File: src/rtl/swan_bus_initiator_if.sv
// swan_bus_initiator_if: request/response handshake plus WonderSwan cartridge bus signals.
// master is the initiator view; slave is the requester and cartridge side.
interface swan_bus_initiator_if;
   logic        ReqValid;
   logic        ReqReady;
   logic        ReqWrite;
   logic        ReqIO;
   logic [11:0] ReqAddr;
   logic [15:0] ReqData;
   logic        RspValid;
   logic [15:0] RspData;
   logic        nSel;
   logic        nIO;
   logic        nOE;
   logic        nWE;
   logic [3:0]  AddrHi;
   logic [7:0]  AddrLo;
   logic [15:0] DataOut;
   logic        DataOE;
   logic [15:0] DataIn;
   modport master (
      input  ReqValid, ReqWrite, ReqIO, ReqAddr, ReqData, DataIn,
      output ReqReady, RspValid, RspData, nSel, nIO, nOE, nWE, AddrHi, AddrLo, DataOut, DataOE
   );
   modport slave (
      output ReqValid, ReqWrite, ReqIO, ReqAddr, ReqData, DataIn,
      input  ReqReady, RspValid, RspData, nSel, nIO, nOE, nWE, AddrHi, AddrLo, DataOut, DataOE
   );
endinterface

File: src/rtl/swan_bus_initiator.sv
// swan_bus_initiator: turns one valid/ready request into a timed WonderSwan cartridge bus cycle
// (SETUP, STROBE, HOLD) with registered bus outputs and a one-cycle read response strobe.
module swan_bus_initiator #(
   parameter int SETUP_CYCLES  = 2,
   parameter int STROBE_CYCLES = 4,
   parameter int HOLD_CYCLES   = 2
) (
   input logic FastClk,
   input logic Reset,
   swan_bus_initiator_if.master bus
);
   localparam int M1   = SETUP_CYCLES > STROBE_CYCLES ? SETUP_CYCLES : STROBE_CYCLES;
   localparam int MAXC = M1 > HOLD_CYCLES ? M1 : HOLD_CYCLES;
   localparam int CW   = MAXC > 1 ? $clog2(MAXC) : 1;
   typedef enum logic [1:0] {IDLE, SETUP, STROBE, HOLD} state_t;
   state_t        r_state;
   logic [CW-1:0] r_cnt;
   logic          r_write;
   logic          r_io;
   logic          w_last;
   assign w_last       = r_cnt == '0;
   assign bus.ReqReady = r_state == IDLE;
   // Counter is loaded with dwell-1 on entry, so a state ends when it reaches zero.
   always_ff @(posedge FastClk) begin
      if (Reset) begin
         r_state      <= IDLE;
         r_cnt        <= '0;
         r_write      <= 1'b0;
         r_io         <= 1'b0;
         bus.nSel     <= 1'b1;
         bus.nIO      <= 1'b1;
         bus.nOE      <= 1'b1;
         bus.nWE      <= 1'b1;
         bus.DataOE   <= 1'b0;
         bus.DataOut  <= '0;
         bus.AddrHi   <= '0;
         bus.AddrLo   <= '0;
         bus.RspValid <= 1'b0;
         bus.RspData  <= '0;
      end else begin
         bus.RspValid <= 1'b0;
         r_cnt        <= r_cnt - 1'b1;
         case (r_state)
            IDLE: if (bus.ReqValid) begin
               r_state                  <= SETUP;
               r_cnt                    <= CW'(SETUP_CYCLES - 1);
               r_write                  <= bus.ReqWrite;
               r_io                     <= bus.ReqIO;
               {bus.AddrHi, bus.AddrLo} <= bus.ReqAddr;
               bus.DataOut              <= bus.ReqData;
               bus.nSel                 <= bus.ReqIO;
               bus.nIO                  <= !bus.ReqIO;
               bus.DataOE               <= bus.ReqWrite;
            end
            SETUP: if (w_last) begin
               r_state <= STROBE;
               r_cnt   <= CW'(STROBE_CYCLES - 1);
               bus.nOE <= r_write;
               bus.nWE <= !r_write;
            end
            STROBE: if (w_last) begin
               r_state <= HOLD;
               r_cnt   <= CW'(HOLD_CYCLES - 1);
               bus.nOE <= 1'b1;
               bus.nWE <= 1'b1;
               if (!r_write) begin
                  bus.RspData  <= bus.DataIn;
                  bus.RspValid <= 1'b1;
               end
            end
            HOLD: if (w_last) begin
               r_state    <= IDLE;
               bus.nSel   <= 1'b1;
               bus.nIO    <= 1'b1;
               bus.DataOE <= 1'b0;
            end
         endcase
      end
   end
endmodule
File: src/flat_wrapper.sv
// flat-port wrapper written by rule: the top's interface ports become plain ports
module swan_bus_initiator_flat 
#(
   parameter int SETUP_CYCLES  = 2,
   parameter int STROBE_CYCLES = 4,
   parameter int HOLD_CYCLES   = 2
)
  (FastClk, Reset, bus_ReqValid, bus_ReqWrite, bus_ReqIO, bus_ReqAddr, bus_ReqData, bus_DataIn, bus_ReqReady, bus_RspValid, bus_RspData, bus_nSel, bus_nIO, bus_nOE, bus_nWE, bus_AddrHi, bus_AddrLo, bus_DataOut, bus_DataOE);
  swan_bus_initiator_if bus_i ();
  input logic FastClk;
  input logic Reset;
  input wire logic [$bits(bus_i.ReqValid)-1:0] bus_ReqValid;
  input wire logic [$bits(bus_i.ReqWrite)-1:0] bus_ReqWrite;
  input wire logic [$bits(bus_i.ReqIO)-1:0] bus_ReqIO;
  input wire logic [$bits(bus_i.ReqAddr)-1:0] bus_ReqAddr;
  input wire logic [$bits(bus_i.ReqData)-1:0] bus_ReqData;
  input wire logic [$bits(bus_i.DataIn)-1:0] bus_DataIn;
  output wire logic [$bits(bus_i.ReqReady)-1:0] bus_ReqReady;
  output wire logic [$bits(bus_i.RspValid)-1:0] bus_RspValid;
  output wire logic [$bits(bus_i.RspData)-1:0] bus_RspData;
  output wire logic [$bits(bus_i.nSel)-1:0] bus_nSel;
  output wire logic [$bits(bus_i.nIO)-1:0] bus_nIO;
  output wire logic [$bits(bus_i.nOE)-1:0] bus_nOE;
  output wire logic [$bits(bus_i.nWE)-1:0] bus_nWE;
  output wire logic [$bits(bus_i.AddrHi)-1:0] bus_AddrHi;
  output wire logic [$bits(bus_i.AddrLo)-1:0] bus_AddrLo;
  output wire logic [$bits(bus_i.DataOut)-1:0] bus_DataOut;
  output wire logic [$bits(bus_i.DataOE)-1:0] bus_DataOE;
  assign bus_i.ReqValid = bus_ReqValid;
  assign bus_i.ReqWrite = bus_ReqWrite;
  assign bus_i.ReqIO = bus_ReqIO;
  assign bus_i.ReqAddr = bus_ReqAddr;
  assign bus_i.ReqData = bus_ReqData;
  assign bus_i.DataIn = bus_DataIn;
  assign bus_ReqReady = bus_i.ReqReady;
  assign bus_RspValid = bus_i.RspValid;
  assign bus_RspData = bus_i.RspData;
  assign bus_nSel = bus_i.nSel;
  assign bus_nIO = bus_i.nIO;
  assign bus_nOE = bus_i.nOE;
  assign bus_nWE = bus_i.nWE;
  assign bus_AddrHi = bus_i.AddrHi;
  assign bus_AddrLo = bus_i.AddrLo;
  assign bus_DataOut = bus_i.DataOut;
  assign bus_DataOE = bus_i.DataOE;
  swan_bus_initiator #(.SETUP_CYCLES(SETUP_CYCLES), .STROBE_CYCLES(STROBE_CYCLES), .HOLD_CYCLES(HOLD_CYCLES)) u_core (.FastClk(FastClk), .Reset(Reset), .bus(bus_i));
endmodule
File: config.mk
export PLATFORM = sky130hd
export DESIGN_NAME = swan_bus_initiator_flat
export DESIGN_NICKNAME = d
export VERILOG_FILES = /design/src/rtl/swan_bus_initiator_if.sv /design/src/rtl/swan_bus_initiator.sv /design/src/flat_wrapper.sv
export SDC_FILE = /design/constraint.sdc
export NUM_CORES = 1
export LEC_CHECK = 0
export BUFFER_PORTS_ARGS = -buffer_cell sky130_fd_sc_hd__buf_2
export CAP_MARGIN = 20
export CORE_ASPECT_RATIO = 0.9
export CORE_MARGIN = 2
export CORE_UTILIZATION = 50
export CTS_CLUSTER_DIAMETER = 120
export CTS_CLUSTER_SIZE = 30
export DETAILED_ROUTE_END_ITERATION = 7
export PLACE_DENSITY = 0.86
export SLEW_MARGIN = 15
export SYNTH_ARGS = -nofsm -noshare
export SYNTH_HDL_FRONTEND = slang
export SYNTH_SLANG_ARGS = --single-unit
File: constraint.sdc
create_clock -name FastClk -period 2.75 [get_ports FastClk]
set_input_delay 0.55 -clock FastClk [delete_from_list [all_inputs] [get_ports FastClk]]
set_output_delay 0.55 -clock FastClk [all_outputs]
set_load 0.1 [all_outputs]
Yosys cells after proc, flatten, opt, wreduce, memory -nomap -nowiden

Index checks and enable logic that the tools add are counted.

Register bits after elaboration: 55
Bits in latches: 0
Memory bits (writable): 0
Memory bits (read-only): 0
Bits of input ports: 49
Output and inout port bits: 51
Logic and storage cells: 58
Memories kept: 0

Add/sub/neg operators: 1
Multipliers: 0
Divide/modulo/power cells: 0
Order comparisons: 0
Equality and inequality tests: 7
Shift operators: 0
Muxes and demuxes: 22
Bitwise gates (word level): 3
Reductions and logical operators: 12

Operator list:

| operator            | number |
|---|---|
| $mux 2              | 7 |
| $pmux 1 s2          | 5 |
| $reduce_and 3->1    | 3 |
| $mux 1              | 8 |
| $pmux 2 s4          | 1 |
| $ne 2x1->1 const B  | 3 |
| $pmux 2 s3          | 1 |
| $eq 2x2->1 const B  | 2 |
| $logic_not 2->1     | 2 |
| $reduce_and 4->1    | 1 |
| $reduce_bool 2->1   | 2 |
| $not 1->1           | 3 |
| $reduce_or 3->1     | 1 |
| $eq 2x1->1 const B  | 1 |
| $logic_not 1->1     | 2 |
| $ne 2x2->1 const B  | 1 |
| $reduce_and 2->1    | 1 |
| $sub 2x1->2 const B | 1 |

Longest topological paths before layout

Word-level depth: 3
Depth in mapped cells: 8
Gate-level depth less buffers: 5

Least setup slack after synthesis

No wires, ideal clock.

Path kind: register to register
From: register u_core.r_state[0]
To: register u_core.bus.nIO
Setup time: 0.072 ns
Data arrival time: 1.954 ns
Data required time: 2.678 ns
Slack: 0.725 ns
Stages on the path, launching flop included: 6
Path buffers: 0
Period minus slack after synthesis: 2.025 ns
Cells stage by stage: dfxtp_1 -> inv_1 -> ha_1 -> nor2_1 -> nor3_4 -> mux2i_1

Word-level cells in the longest chain between the ends: 3
Elaborated cells between the ends (all ways): 7
Those cells by class: 3 x eq/ne; 1 x mux; 3 x reduce/logical

RTL lines:

| item                                                             | RTL line                    | source |
|---|---|---|
| from (decl)                                                      | swan_bus_initiator.sv:16    | `state_t r_state;` |
| from (signal assigned)                                           | swan_bus_initiator.sv:26    | `r_state <= IDLE;` |
| from (signal assigned)                                           | swan_bus_initiator.sv:45    | `r_state <= SETUP;` |
| from (signal assigned)                                           | swan_bus_initiator.sv:56    | `r_state <= STROBE;` |
| $logic_not 2->1 *                                                | n/a                         |  |
| net bus_ReqReady                                                 | flat_wrapper.sv:18          | `output wire logic [$bits(bus_i.ReqReady)-1:0] bus_ReqReady;` |
| $ne 2x2->1 (no source line) or $reduce_bool 2->1 (tied branches) | n/a                         |  |
| $reduce_and 3->1 (no source line)                                | n/a                         |  |
| to (signal assigned)                                             | swan_bus_initiator.sv:52    | `bus.nIO <= !bus.ReqIO;` |
| to (decl)                                                        | swan_bus_initiator_if.sv:23 | `output ReqReady, RspValid, RspData, nSel, nIO, nOE, nWE, AddrHi, AddrLo, DataOut, DataOE` |

The timed path passes the listed nets; every way through them passes the cells marked *.
A chain may end at the register's enable or synchronous reset.

Worst setup path after layout

From: register u_core.r_state[0]
To: output bus_ReqReady

Word-level cells in the longest chain between the ends: 1

RTL lines:

| item            | RTL line                 | source |
|---|---|---|
| $logic_not 2->1 | swan_bus_initiator.sv:22 | `assign bus.ReqReady = r_state == IDLE;` |
| to (decl)       | flat_wrapper.sv:18       |  |

Every way passes these cells.

==> flow_summary.ini <==
[drt]
wl_um = 4800
wire_per_inst_um = 11.6
drt_iter0_markers = 84
drtAntennaViolNets = 0
vias = 2023
drt_first_pass_iters = 4
drc = 0
viasPerCell = 4.89

[placement]
dp_hpwl_um = 3510
portBuffers = 99
place_ws_ps = 1000
finalWeightedCongestion = 0.814

[cts]
post_cts_resized = 0
cts_setup_buffers = 0
path_clk_slew_ps = 100
clkSinkCount = 55
postCtsHoldBufs = 0
htree_num_levels = 2
numCtsBuffers = 5
cts_max_path_buffers = 2
root_buffer = clkbuf_8
worstSkewPairLatency_ps = 290
cts_tree = done

[sta]
finalSetupViolCount = 0
drv_slew = 0
finalCritPeriodShare_pct = 73.4
rsz0062_at_grt = false
relSlewSlack_pct = 53.4
max_freq_mhz = 495
hold_violations = 0
setup_slack_ps = 731
min_period_ps = 2020
final.setup.tns_ps = 0
finalClockSkew_ps = 9.10
worstMarginPinSlew_ps = 699

[layout]
final_cell_mix = 99 x buf_2, 91 x nand2_1, 55 x dfxtp_1, 48 x a21oi_1
drive_above_1_share_pct = 33.6
areaGrowthSynthToFinish_pct = 26.9
antenna_cells = 0
nFillCells = 358
num-nets-final = 409
final_common_cell = buf_2

[grt]
track_usage_pct = 19.9
grt_first_pass_wirelength_um = 7640
antenna_found_initial = 0
grt_pass1_vias = 1751
overflow = 0
grt_max_degree = 44

[die]
initial_core_util_pct = 52.9
num_rows = 22
die_h_um = 66.9
die_w_um = 73.9
core_area_um2 = 4160
dieArea_um2 = 4940
pin_count = 100

[worst_setup_path]
cp_data_arrival_time_ps = 1470
worstSetupEndpointType = output port
rrSetupSlack_ps = 990
crit_path_max_fanout = 7
rr_endpoint = u_core.bus.RspData[15]$_SDFFE_PP0P_
crit_required_ps = 2200
reg2regPathDepth = 5
startpoint_type = flop
critPathKind = reg -> out
r2r_start = u_core.r_state[0]$_SDFFE_PP0P_

[synthesis]
synth.area.top_cells = dfxtp_1 50%, nand2_1 16%, a21oi_1 11%, ha_1 4.0%, mux2i_1 2.7%
yosys.cell_types.count = 30
netlist_instances = 261
yosysTopAreaCellShare_pct = 50.1
syn-cell-area_um2 = 2200
synth_seq_cells = 55
ys_seq_area_share_pct = 50.1
synth_area_per_cell_um2 = 8.42
syn_nets = 317
yosys_warnings = 0
synth_top_cell_by_area = dfxtp_1

[worst_hold_path]
hold_path_startpoint = u_core.bus.RspData[5]$_SDFFE_PP0P_
worstHoldEndpoint = u_core.bus.RspData[5]$_SDFFE_PP0P_
holdCritPathClass = reg -> reg
hold_depth = 2

[power]
switching_share_pct = 53.7
comb_power_share_pct = 55.6
p_switching_mw = 1.80
p_per_area_nw_per_um2 = 1210
pwr-share-seq_pct = 30.9
clkPwrFrac_pct = 13.5
worst_ir_drop_vdd_mv = 0.589
p_int_mw = 1.56
p_leak_nw = 1.29

[run_status]
status = complete, no violations

[job]
max_cap_viol_count = 0
[metal layers]
| metal | global-route usage, % | share of wire, % | wire length [um] | vias to the layer above |
|---|---|---|---|---|
| met1 | 25.4 | 46 | 2180 | 910 |
| li1 | - | - | - | 1029 |
| met5 | 0 | 0 | 0 | - |
| met3 | 4.99 | 7.5 | 359 | 4 |
| met4 | 4.09 | 0.31 | 15 | 0 |
| met2 | 34.0 | 47 | 2240 | 80 |
[critical path, cell delays in order, from the launching register on]
cell     delay, ps
dfxtp_1        350
inv_1           90
ha_1           270
buf_2          470
[cells by family after synthesis]
family,synth area share (%)
fa+ha+maj,3.99
mux,2.73
buf+inv,5.47
simple gates,24.7
flops,50.1
compound gates,13.0
[Yosys cell counts, drive strengths merged]
cell     n
and3b    1
nand4b   1
a21oi   49
o31ai    2
nor4     1
nand2b   3
nor2     7
mux2i    6
inv      5
nand3b   2
o21bai   1
ha       7
nor2b    2
dfxtp   55
clkbuf   6
nor3b    2
and2     1
nand2   91
and2b    2
o21ba    1
nor3     4
o21ai    1
buf     11
[area by class of cell]
class / count / area (um^2) / share of cell area, %
clock buffer: 6 / 82.6 / 2.96
clock inverter: 2 / 16.3 / 0.583
inverter: 5 / 18.8 / 0.673
multi-input combinational: 184 / 976 / 35.0
sequential: 55 / 1100 / 39.5
tap: 60 / 75.1 / 2.69
timing repair buffer: 102 / 518 / 18.6
[power groups by stage]
| stage | clock network, mW | registers (mW) | logic (mW) |
|---|---|---|---|
| after floorplan | 0 | 1.95 | 0.731 |
| after global placement | 0 | 1.05 | 1.85 |
| after detailed placement | 0 | 1.06 | 1.88 |
| after CTS | 0.465 | 1.04 | 1.88 |
| after global routing | 0.495 | 1.05 | 1.99 |
| final | 0.452 | 1.04 | 1.87 |
[sequential cells by signal (all words and copies together) (netlist names), 2 cells and up]
name                flops
u_core.bus.DataOut     16
u_core.bus.RspData     16
u_core.bus.AddrLo       8
u_core.bus.AddrHi       4
u_core.r_cnt            2
u_core.r_state          2
[worst max path at each step]
stage / slack, ps / endpoint / from
floorplan: 720 / u_core.bus.nIO$_SDFFE_PP1P_ / u_core.r_state[0]$_SDFFE_PP0P_
global placement: 1100 / u_core.bus.RspValid$_SDFF_PP0_ / Reset
detailed placement: 1000 / u_core.bus.RspData[15]$_SDFFE_PP0P_ / u_core.r_state[0]$_SDFFE_PP0P_
CTS: 720 / bus_ReqReady / u_core.r_state[0]$_SDFFE_PP0P_
global route: 650 / bus_ReqReady / u_core.r_state[0]$_SDFFE_PP0P_
finish: 730 / bus_ReqReady / u_core.r_state[0]$_SDFFE_PP0P_
[metrics by stage]
step / utilization [%] / hold slack, ps / area, um^2 / std cells / total power, mW
detailed placement: 64.7 / 444 / 2690 / 406 / 2.94
CTS: 67.1 / 458 / 2790 / 414 / 3.39
global route: 67.1 / 469 / 2790 / 414 / 3.54
finish: 67.1 / 457 / 2790 / 414 / 3.36
floorplan: - / 462 / 2200 / 261 / 2.68
global placement: 64.7 / 440 / 2690 / 406 / 2.90
Power figures use the tool's default switching activity.
